[src/rtl/axi4lite_apb_bridge_mc.sv]
// AXI4-Lite slave to multi-slave APB4 master bridge, one APB transfer in flight.
// Define APB_TIMEOUT_EN to abort ACCESS after TIMEOUT_CYCLES wait cycles.
module axi4lite_apb_bridge_mc #(
  parameter int DATA_WIDTH     = 32,
  parameter int ADDR_WIDTH     = 32,
  parameter int NUM_SLAVES     = 4,
  parameter int SLV_ADDR_BITS  = 12,
  parameter int TIMEOUT_CYCLES = 256
) (
  input  logic                           clk,
  input  logic                           rst,
  input  logic [ADDR_WIDTH-1:0]          awaddr,
  input  logic [2:0]                     awprot,
  input  logic                           awvalid,
  output logic                           awready,
  input  logic [DATA_WIDTH-1:0]          wdata,
  input  logic [DATA_WIDTH/8-1:0]        wstrb,
  input  logic                           wvalid,
  output logic                           wready,
  output logic [1:0]                     bresp,
  output logic                           bvalid,
  input  logic                           bready,
  input  logic [ADDR_WIDTH-1:0]          araddr,
  input  logic [2:0]                     arprot,
  input  logic                           arvalid,
  output logic                           arready,
  output logic [DATA_WIDTH-1:0]          rdata,
  output logic [1:0]                     rresp,
  output logic                           rvalid,
  input  logic                           rready,
  output logic [NUM_SLAVES-1:0]          psel,
  output logic                           penable,
  output logic                           pwrite,
  output logic [ADDR_WIDTH-1:0]          paddr,
  output logic [2:0]                     pprot,
  output logic [DATA_WIDTH-1:0]          pwdata,
  output logic [DATA_WIDTH/8-1:0]        pstrb,
  input  logic [NUM_SLAVES*DATA_WIDTH-1:0] prdata,
  input  logic [NUM_SLAVES-1:0]          pready,
  input  logic [NUM_SLAVES-1:0]          pslverr
);

  localparam int STRB_W  = DATA_WIDTH / 8;
  localparam int SEL_W   = $clog2(NUM_SLAVES);
  localparam int IDX_W   = (SEL_W > 0) ? SEL_W : 1;
  localparam int DEC_LSB = SLV_ADDR_BITS + SEL_W;

  typedef enum logic [2:0] {
    S_IDLE,
    S_SETUP,
    S_ACCESS,
    S_WRESP,
    S_RRESP
  } state_t;

  state_t r_state;
  state_t w_next;

  logic                  r_init;
  logic                  r_aw_full;
  logic                  r_w_full;
  logic                  r_ar_full;
  logic [ADDR_WIDTH-1:0] r_aw_addr;
  logic [2:0]            r_aw_prot;
  logic [DATA_WIDTH-1:0] r_w_data;
  logic [STRB_W-1:0]     r_w_strb;
  logic [ADDR_WIDTH-1:0] r_ar_addr;
  logic [2:0]            r_ar_prot;
  logic                  r_rr_rd;
  logic                  r_is_wr;

  logic [NUM_SLAVES-1:0] r_psel;
  logic                  r_penable;
  logic                  r_pwrite;
  logic [ADDR_WIDTH-1:0] r_paddr;
  logic [2:0]            r_pprot;
  logic [DATA_WIDTH-1:0] r_pwdata;
  logic [STRB_W-1:0]     r_pstrb;
  logic [DATA_WIDTH-1:0] r_rdata;
  logic [1:0]            r_bresp;
  logic [1:0]            r_rresp;

  logic                  w_wr_elig;
  logic                  w_rd_elig;
  logic                  w_grant_wr;
  logic                  w_grant_rd;
  logic                  w_grant;
  logic [ADDR_WIDTH-1:0] w_req_addr;
  logic                  w_dec_err;
  logic [IDX_W-1:0]      w_req_idx;
  logic [NUM_SLAVES-1:0] w_req_oh;
  logic                  w_pready;
  logic                  w_pslverr;
  logic [DATA_WIDTH-1:0] w_prdata;
  logic                  w_bdone;
  logic                  w_rdone;
  logic                  w_tmo;

  assign awready = r_init & ~r_aw_full;
  assign wready  = r_init & ~r_w_full;
  assign arready = r_init & ~r_ar_full;
  assign bvalid  = (r_state == S_WRESP);
  assign rvalid  = (r_state == S_RRESP);
  assign bresp   = r_bresp;
  assign rresp   = r_rresp;
  assign rdata   = r_rdata;
  assign psel    = r_psel;
  assign penable = r_penable;
  assign pwrite  = r_pwrite;
  assign paddr   = r_paddr;
  assign pprot   = r_pprot;
  assign pwdata  = r_pwdata;
  assign pstrb   = r_pstrb;

  assign w_bdone = bvalid & bready;
  assign w_rdone = rvalid & rready;

  // Round-robin only matters when both directions contend.
  assign w_wr_elig  = r_aw_full & r_w_full;
  assign w_rd_elig  = r_ar_full;
  assign w_grant_wr = w_wr_elig & (~w_rd_elig | ~r_rr_rd);
  assign w_grant_rd = w_rd_elig & ~w_grant_wr;
  assign w_grant    = w_grant_wr | w_grant_rd;

  assign w_req_addr = w_grant_wr ? r_aw_addr : r_ar_addr;
  assign w_dec_err  = (w_req_addr >> DEC_LSB) != '0;
  assign w_req_idx  = (SEL_W == 0) ? '0 :
                      IDX_W'(w_req_addr >> SLV_ADDR_BITS);
  assign w_req_oh   = NUM_SLAVES'(1) << w_req_idx;

  assign w_pready  = |(pready & r_psel);
  assign w_pslverr = |(pslverr & r_psel);

  always_comb begin
    w_prdata = '0;
    for (int i = 0; i < NUM_SLAVES; i++) begin
      if (r_psel[i])
        w_prdata = w_prdata | prdata[i*DATA_WIDTH +: DATA_WIDTH];
    end
  end

`ifdef APB_TIMEOUT_EN
  localparam int TW = $clog2(TIMEOUT_CYCLES + 1);

  logic [TW-1:0] r_tcnt;

  assign w_tmo = ~w_pready &
                 (r_tcnt == TW'(TIMEOUT_CYCLES - 1));

  always_ff @(posedge clk or negedge rst) begin
    if (!rst)
      r_tcnt <= '0;
    else if (r_state != S_ACCESS)
      r_tcnt <= '0;
    else
      r_tcnt <= r_tcnt + 1'b1;
  end
`else
  logic w_unused_tmo_cfg;

  assign w_unused_tmo_cfg = (TIMEOUT_CYCLES > 0);
  assign w_tmo = 1'b0;
`endif

  always_comb begin
    w_next = r_state;
    unique case (r_state)
      S_IDLE: begin
        if (w_grant) begin
          if (w_dec_err)
            w_next = w_grant_wr ? S_WRESP : S_RRESP;
          else
            w_next = S_SETUP;
        end
      end
      S_SETUP:  w_next = S_ACCESS;
      S_ACCESS: begin
        if (w_pready || w_tmo)
          w_next = r_is_wr ? S_WRESP : S_RRESP;
      end
      S_WRESP:  if (bready) w_next = S_IDLE;
      S_RRESP:  if (rready) w_next = S_IDLE;
      default:  w_next = S_IDLE;
    endcase
  end

  always_ff @(posedge clk or negedge rst) begin
    if (!rst)
      r_state <= S_IDLE;
    else
      r_state <= w_next;
  end

  always_ff @(posedge clk or negedge rst) begin
    if (!rst) begin
      r_init    <= 1'b0;
      r_aw_full <= 1'b0;
      r_w_full  <= 1'b0;
      r_ar_full <= 1'b0;
      r_aw_addr <= '0;
      r_aw_prot <= '0;
      r_w_data  <= '0;
      r_w_strb  <= '0;
      r_ar_addr <= '0;
      r_ar_prot <= '0;
    end else begin
      r_init <= 1'b1;
      if (awvalid && awready) begin
        r_aw_full <= 1'b1;
        r_aw_addr <= awaddr;
        r_aw_prot <= awprot;
      end else if (w_bdone) begin
        r_aw_full <= 1'b0;
      end
      if (wvalid && wready) begin
        r_w_full <= 1'b1;
        r_w_data <= wdata;
        r_w_strb <= wstrb;
      end else if (w_bdone) begin
        r_w_full <= 1'b0;
      end
      if (arvalid && arready) begin
        r_ar_full <= 1'b1;
        r_ar_addr <= araddr;
        r_ar_prot <= arprot;
      end else if (w_rdone) begin
        r_ar_full <= 1'b0;
      end
    end
  end

  always_ff @(posedge clk or negedge rst) begin
    if (!rst) begin
      r_rr_rd   <= 1'b0;
      r_is_wr   <= 1'b0;
      r_psel    <= '0;
      r_penable <= 1'b0;
      r_pwrite  <= 1'b0;
      r_paddr   <= '0;
      r_pprot   <= '0;
      r_pwdata  <= '0;
      r_pstrb   <= '0;
      r_rdata   <= '0;
      r_bresp   <= '0;
      r_rresp   <= '0;
    end else begin
      unique case (r_state)
        S_IDLE: begin
          if (w_grant) begin
            r_is_wr <= w_grant_wr;
            if (w_wr_elig && w_rd_elig)
              r_rr_rd <= ~r_rr_rd;
            if (w_dec_err) begin
              if (w_grant_wr) begin
                r_bresp <= 2'b11;
              end else begin
                r_rresp <= 2'b11;
                r_rdata <= '0;
              end
            end else begin
              r_psel    <= w_req_oh;
              r_penable <= 1'b0;
              r_paddr   <= w_req_addr;
              r_pwrite  <= w_grant_wr;
              if (w_grant_wr) begin
                r_pprot  <= r_aw_prot;
                r_pwdata <= r_w_data;
                r_pstrb  <= r_w_strb;
              end else begin
                r_pprot  <= r_ar_prot;
                r_pstrb  <= '0;
              end
            end
          end
        end
        S_SETUP: r_penable <= 1'b1;
        S_ACCESS: begin
          if (w_pready) begin
            r_psel    <= '0;
            r_penable <= 1'b0;
            if (r_is_wr) begin
              r_bresp <= w_pslverr ? 2'b10 : 2'b00;
            end else begin
              r_rresp <= w_pslverr ? 2'b10 : 2'b00;
              r_rdata <= w_prdata;
            end
          end else if (w_tmo) begin
            r_psel    <= '0;
            r_penable <= 1'b0;
            if (r_is_wr) begin
              r_bresp <= 2'b10;
            end else begin
              r_rresp <= 2'b10;
              r_rdata <= '0;
            end
          end
        end
        default: ;
      endcase
    end
  end

endmodule

[config.mk]
export PLATFORM = sky130hd
export DESIGN_NAME = axi4lite_apb_bridge_mc
export DESIGN_NICKNAME = d
export VERILOG_FILES = /design/src/rtl/axi4lite_apb_bridge_mc.sv
export SDC_FILE = /design/constraint.sdc
export NUM_CORES = 1
export LEC_CHECK = 0
export CAP_MARGIN = 20
export CORE_MARGIN = 5
export CORE_UTILIZATION = 40
export DETAILED_ROUTE_END_ITERATION = 12
export PLACE_DENSITY = 0.77
export SETUP_SLACK_MARGIN = 0.5
export SYNTH_ARGS = -nofsm -noshare
export SYNTH_HDL_FRONTEND = slang
export SYNTH_SLANG_ARGS = --single-unit
[constraint.sdc]
create_clock -name clk -period 2.2 [get_ports clk]
set_input_delay 0.55 -clock clk [delete_from_list [all_inputs] [get_ports clk]]
set_output_delay 0.55 -clock clk [all_outputs]
set_load 0.01 [all_outputs]
==> impl_metrics.yaml, run 1 <==
cells_and_area:
  drive_gt1_share_pct: 46.53
  multi_input_area_um2: 4466
  finish.utilization_pct: 68.03
  synthToLayoutAreaGrowth_pct: 68.26
  register_area_um2: 5713
  nets: 1385
  final_cell_mix: "clkdlybuf4s50_1, dfrtp_1, mux2_2, buf_2, buf_4"
  instances_no_fill: 1476
  fill_cells: 1686
  final_common_cell: "clkdlybuf4s50_1"
timing:
  setup_ws_ps: 53.38
  hold_violations: 0
  finalSetupTns_ps: 0
  fmax_ghz: 0.4658
  period_share_pct: 97.57
  rsz0062_at_grt: "true"
  fin_crit_ps: 2147
  setup_viol: 0
  skew_ps: 12.21
  tightest_slew_ps: 629.6
  slew_viol_final: 0
  slew_headroom_pct: 58.02
outcome:
  status: "finished clean"
pwr:
  irDropWorstVdd_mv: 0.7426
  p_int_mw: 12.16
  seqPwrFrac_pct: 35.7
  clkPwrFrac_pct: 24.3
  power_density_nw_per_um2: 1143
  p_sw_mw: 6.041
  power_frac_comb_pct: 40.1
  power_leakage_nw: 7.239
  total_power_mw: 18.20
  swShare_pct: 33.19
global_routing:
  grt_pass1_wl_mm: 48.45
  antenna_found_initial: 2
  grt_max_degree: 58
  grt.total_usage_pct: 23.12
  grt_remaining_overflow: 0
  grt_pass1_vias: 8229
yosys:
  synth-compound-area-share_pct: 12.60
  yosys.area_share.adder_pct: 0
  synth_xor_area_share_pct: 0.09257
  synth_top_family_by_area: "multiplexers"
  yosysTopAreaCell: "dfrtp_1"
  yosysWarnings: 0
  synthTopCellsByArea: "dfrtp_1, mux2_2, a22o_1"
  synth_edf_count: 0
  synth_area_um2: 9462
  syn-num-nets: 929
  synth_simple_gate_area_share_pct: 5.210
  synthDominantCellAreaShare_pct: 60.30
  synthFlopType: "dfrtp_1"
  syn_avg_cell_area_um2: 13.91
  netlist_instances: 680
  synthMuxAreaShare_pct: 19.02
  netlist-cell-type-count: 47
  async_reset_ff_share_pct: 100.0
  ys_seq_elements: 228
  yosysSeqAreaShare_pct: 60.30
drt:
  drc_errors: 0
  dr_total_vias: 7806
  ant_nets: 0
  routed_wl_mm: 32.87
  dr.pass1.iters: 5
  wl_per_cell_um: 22.27
  vias_per_cell: 5.289
  first_iter_violations: 350
cts:
  htreeDepth: 1
  max-clock-path-buffers: 3
  cts_tree: "built"
  clkTransAtPathRegs_ps: 60
  cts_buffers: 25
  clockRootBuffer: "clkbuf_16"
  cts.sinks: 228
  clk_latency_ps: 510
floorplan:
  die_y_um: 163.8
  core_um2: 23400
  num_io_pins: 367
  start_util_pct: 40.43
  die_area_um2: 26830
  rows: 56
  die_x_um: 163.8
place:
  hpwl_mm: 22.32
  place_ws_ps: -83.02
  dp.cells: 1358
  io_buffers: 366
  gp_congestion: 0.9139
worst_setup_path:
  end_kind: "flop"
  arrival_ps: 2540
  crit_type: "flop to flop"
  critical_path_peak_fanout: 18
  crit_path_start_kind: "flop"
  critPathRequiredTime_ps: 2590
hold_path:
  hold_class: "flop to flop"
job:
  cap_violations: 0
cell families after synthesis:
logic type | Yosys count
compound gates | 151
flops | 228
mux | 155
xor+xnor | 1
other cells | 1
simple gates | 94
buf+inv | 50
synth_stat cells (2+ instances only):
master	count
and2_1	19
o2bb2ai_1	32
a21o_1	2
a21boi_0	2
o31ai_1	2
buf_12	2
dfrtp_1	228
mux2_2	113
buf_4	3
buf_6	2
o21ai_0	26
a221oi_1	33
mux2i_1	17
nand2_1	41
mux2_1	5
nor2b_1	3
nor2_1	7
nand2b_1	5
mux2_4	20
inv_1	5
o211ai_1	4
a22o_1	38
clkbuf_1	36
a21oi_1	4
nor4_1	6
nand3_1	4
worst max-delay path, stage by stage (launching register included):
cell and delay, ps:
dfrtp_1 370, or4_4 540, nor4_4 260, and3_4 310, buf_12 190, mux2_2 350
repair_timing:
action	CTS	global route
hold buffers	1	0
pin swaps	50	42
hold endpoints to repair	51	0
buffers inserted	38	22
gates resized for setup	501	181
cloned	8	1
setup endpoints to repair	233	176
cell type report:
type	instances	area share (%)
Sequential cell	228	35.88
Multi-Input combinational cell	402	28.05
Timing Repair Buffer	474	27.79
Clock buffer	31	4.448
Tap cell	319	2.507
Clock inverter	14	1.155
Inverter	5	0.1179
Antenna cell	3	0.04715
metal layers:
layer / track usage [%] / up-vias / share of wire [%]
met5: 0 / - / 0
met4: 8.578 / 0 / 3.7
met3: 5.822 / 83 / 7.6
met2: 40.55 / 320 / 52
met1: 27.50 / 3953 / 37
li1: - / 3450 / -
registers in the layout, indices dropped and copies added, names as in the netlist, 2 cells and up:
| name | count |
|---|---|
| paddr | 32 |
| pwdata | 32 |
| r_ar_addr | 32 |
| r_aw_addr | 32 |
| r_w_data | 32 |
| rdata | 32 |
| psel | 4 |
| pstrb | 4 |
| r_w_strb | 4 |
| pprot | 3 |
| r_ar_prot | 3 |
| r_aw_prot | 3 |
| r_state | 3 |
| bresp | 2 |
| rresp | 2 |
path summary, 6_finish.rpt:
path | startpoint | to | slack (ps) | cells after the start
setup reg to reg | r_aw_addr[31]$_DFFE_PN0P_ | pwdata[4]$_DFFE_PN0P_ | 50 | 5
hold reg to reg | r_w_strb[3]$_DFFE_PN0P_ | pstrb[3]$_DFFE_PN0P_ | 490 | 1
min in group asynchronous | rst | r_aw_addr[21]$_DFFE_PN0P_ | 560 | 2
max in group asynchronous | rst | r_state[0]$_DFFE_PN0P_ | 980 | 3
hold / removal | r_w_strb[3]$_DFFE_PN0P_ | pstrb[3]$_DFFE_PN0P_ | 490 | 1
setup / recovery | r_aw_addr[31]$_DFFE_PN0P_ | pwdata[4]$_DFFE_PN0P_ | 50 | 5
power by group through the flow:
stage	clock network [mW]	registers [mW]	logic (mW)
floorplan	0	6.32	3.17
global placement	0	6.36	5.49
detailed placement	0	6.43	5.61
CTS	4.54	6.35	6.20
global route	4.73	6.65	7.75
finish	4.42	6.49	7.29
per-stage QoR:
stage | hold slack, ps | area [um^2]
2_1_floorplan | 254.4 | 9534
3_3_place_gp | 460.3 | 13780
3_5_place_dp | 469.4 | 13780
4_1_cts | 477.0 | 15260
5_1_grt | 505.7 | 15920
6_report | 490.5 | 15920
Power figures use the tool's default switching activity.
==> inputs of run 2 (changes only) <==
--- a/config.mk
+++ b/config.mk
@@ -11,6 +11,7 @@
 export DETAILED_ROUTE_END_ITERATION = 12
 export PLACE_DENSITY = 0.77
 export SETUP_SLACK_MARGIN = 0.5
+export SLEW_MARGIN = 0
 export SYNTH_ARGS = -nofsm -noshare
 export SYNTH_HDL_FRONTEND = slang
 export SYNTH_SLANG_ARGS = --single-unit
==> results of run 2 <==
No change in the layout: final DEF, timing and power equal those of run 1.
==> inputs of run 3 (changes only) <==
--- a/config.mk
+++ b/config.mk
@@ -10,7 +10,7 @@
 export CORE_UTILIZATION = 40
 export DETAILED_ROUTE_END_ITERATION = 12
 export PLACE_DENSITY = 0.77
-export SETUP_SLACK_MARGIN = 0.5
+export SETUP_SLACK_MARGIN = 0.2
 export SLEW_MARGIN = 0
 export SYNTH_ARGS = -nofsm -noshare
 export SYNTH_HDL_FRONTEND = slang
==> run 3 against run 2 <==
Compared with the run above: power is 5.1% lower; fmax is 1.5% higher; global-route usage is 0.63 points lower; clock skew is 0.79 ps lower; core utilization is 1.4 points lower; non-clock buffer count is 38 lower; register-to-register slack better by 30 ps; largest cell class unchanged.
==> impl_metrics.yaml, run 3 (synthesized netlist as in run 1, its figures left out) <==
outcome:
  status: "finished clean"
timing:
  setup_ws_ps: 85.24
  fmax_ghz: 0.4729
  fin_crit_ps: 2115
  rsz0062_at_grt: "true"
  slew_viol_final: 0
  period_share_pct: 96.13
  setup_viol: 0
  skew_ps: 11.42
  whs_ps: 470.9
  slew_headroom_pct: 58.10
  tightest_slew_ps: 628.5
  finalSetupTns_ps: 0
  hold_violations: 0
drt:
  ant_nets: 0
  vias_per_cell: 5.256
  dr.pass1.iters: 6
  routed_wl_mm: 31.94
  drc_errors: 0
  first_iter_violations: 284
  dr_total_vias: 7564
  wl_per_cell_um: 22.20
pwr:
  irDropWorstVdd_mv: 0.8183
  power_density_nw_per_um2: 1108
  power_leakage_nw: 7.748
hold_path:
  hold_class: "flop to flop"
global_routing:
  grt.total_usage_pct: 22.50
  grt_remaining_overflow: 0
  grt_max_degree: 57
  antenna_found_initial: 1
  grt_pass1_vias: 8172
  grt_pass1_wl_mm: 47.05
floorplan:
  start_util_pct: 40.43
  rows: 56
  core_um2: 23400
  die_area_um2: 26830
  num_io_pins: 367
  die_x_um: 163.8
  die_y_um: 163.8
worst_setup_path:
  path_delay_family: "simple AND/OR/NAND/NOR gates"
  path_cells: "or4_4, nor4_4, buf_4, buf_6, o21ai_2, nand2_4, buf_6, buf_16, o2bb2ai_2"
  max_stage_delay_ps: 550
  arrival_ps: 2550
  end_kind: "flop"
  crit_buf_inv: 4
  crit_path_start_kind: "flop"
  critPathRequiredTime_ps: 2630
  crit_type: "flop to flop"
  critical_path_peak_fanout: 8
  cp_common_cell: "buf_6"
  worst_path_max_delay_cell: "or4_4"
cells_and_area:
  final_common_cell: "clkdlybuf4s50_1"
  drive_gt1_share_pct: 31.57
  final_cell_mix: "clkdlybuf4s50_1, dfrtp_1, mux2_2, dlygate4sd2_1, dlymetal6s2s_1"
  nets: 1348
  register_area_um2: 5713
  synthToLayoutAreaGrowth_pct: 64.73
  fill_cells: 1728
  multi_input_area_um2: 3943
  instances_no_fill: 1439
place:
  io_buffers: 366
  dp.cells: 1362
  gp_congestion: 0.8367
  hpwl_mm: 22.59
  place_ws_ps: -31.31
cts:
  clk_latency_ps: 510
  cts.sinks: 228
  cts_tree: "built"
  cts_buffers: 26
  htreeDepth: 1
  clkTransAtPathRegs_ps: 60
  max-clock-path-buffers: 3
  clockRootBuffer: "clkbuf_16"
job:
  cap_violations: 0
==> run 3: cell count changes in the layout (fill, tap and decap cells not counted), sizes merged <==
| cell | change |
|---|---|
| buf | -129 |
| dlygate4sd2 | +56 |
| dlymetal6s2s | +45 |
| clkbuf | -13 |
| clkdlybuf4s50 | +12 |
| clkdlybuf4s15 | -6 |
| clkinvlp | -2 |
| clkinv | +1 |
| diode | -1 |
==> run 3: report_power, final <==
group          switching [mW]  internal (mW)
registers               0.885           5.58
logic                    2.83           3.43
clock network            1.70           2.84
total                    5.42           11.9
==> run 3: metrics by stage <==
| step | total power [mW] | util [%] | cell area, um^2 |
|---|---|---|---|
| after floorplan | 9.429 | - | 9483 |
| after global placement | 11.85 | 58.98 | 13800 |
| after detailed placement | 12.02 | 58.98 | 13800 |
| after CTS | 17.04 | 64.72 | 15150 |
| after global routing | 18.17 | 66.59 | 15580 |
| final | 17.27 | 66.60 | 15590 |
==> run 3: area by class of cell <==
class                      instances  area share, %
antenna                            2        0.03211
clock buffer                      34          4.760
clock inverter                    13          1.116
inverter                           5         0.1204
multi-input combinational        402          25.30
sequential                       228          36.65
tap                              319          2.561
timing repair buffer             436          29.46
==> run 3: worst paths after layout <==
path                       slack, ps  cells past startpoint                       from                     to
setup / recovery                  90                      9  r_aw_addr[31]$_DFFE_PN0P_  rdata[31]$_DFFE_PN0P_
hold / removal                   470                      1         pwrite$_DFFE_PN0P_     pwrite$_DFFE_PN0P_
setup reg to reg                  90                      9  r_aw_addr[31]$_DFFE_PN0P_  rdata[31]$_DFFE_PN0P_
hold reg to reg                  470                      1         pwrite$_DFFE_PN0P_     pwrite$_DFFE_PN0P_
max in group asynchronous       1000                      3                        rst    psel[2]$_DFFE_PN0P_
min in group asynchronous        540                      2                        rst  paddr[20]$_DFFE_PN0P_
==> run 3: worst reg2reg max path, stage by stage, from the launching register on <==
cell and delay (ps):
dfrtp_1 380, or4_4 550, nor4_4 240, buf_4 200
buf_6 100, o21ai_2 70, nand2_4 140, buf_6 130
buf_16 130, o2bb2ai_2 100
==> run 3: layer usage <==
metal / share of wire (%) / track usage [%] / up-vias
met5: 0 / 0 / -
met4: 3.6 / 7.854 / 0
met3: 8.3 / 6.449 / 72
met2: 50 / 39.57 / 308
met1: 38 / 26.34 / 3806
li1: - / - / 3378
==> run 3: what timing repair did <==
item	4_1_cts	5_1_grt
endpoints found under the hold margin	49	0
endpoints found under the setup margin	145	162
gates resized for setup	145	127
pin swaps	15	27
cloned	8	2
hold buffers	1	0
buffers inserted	15	2
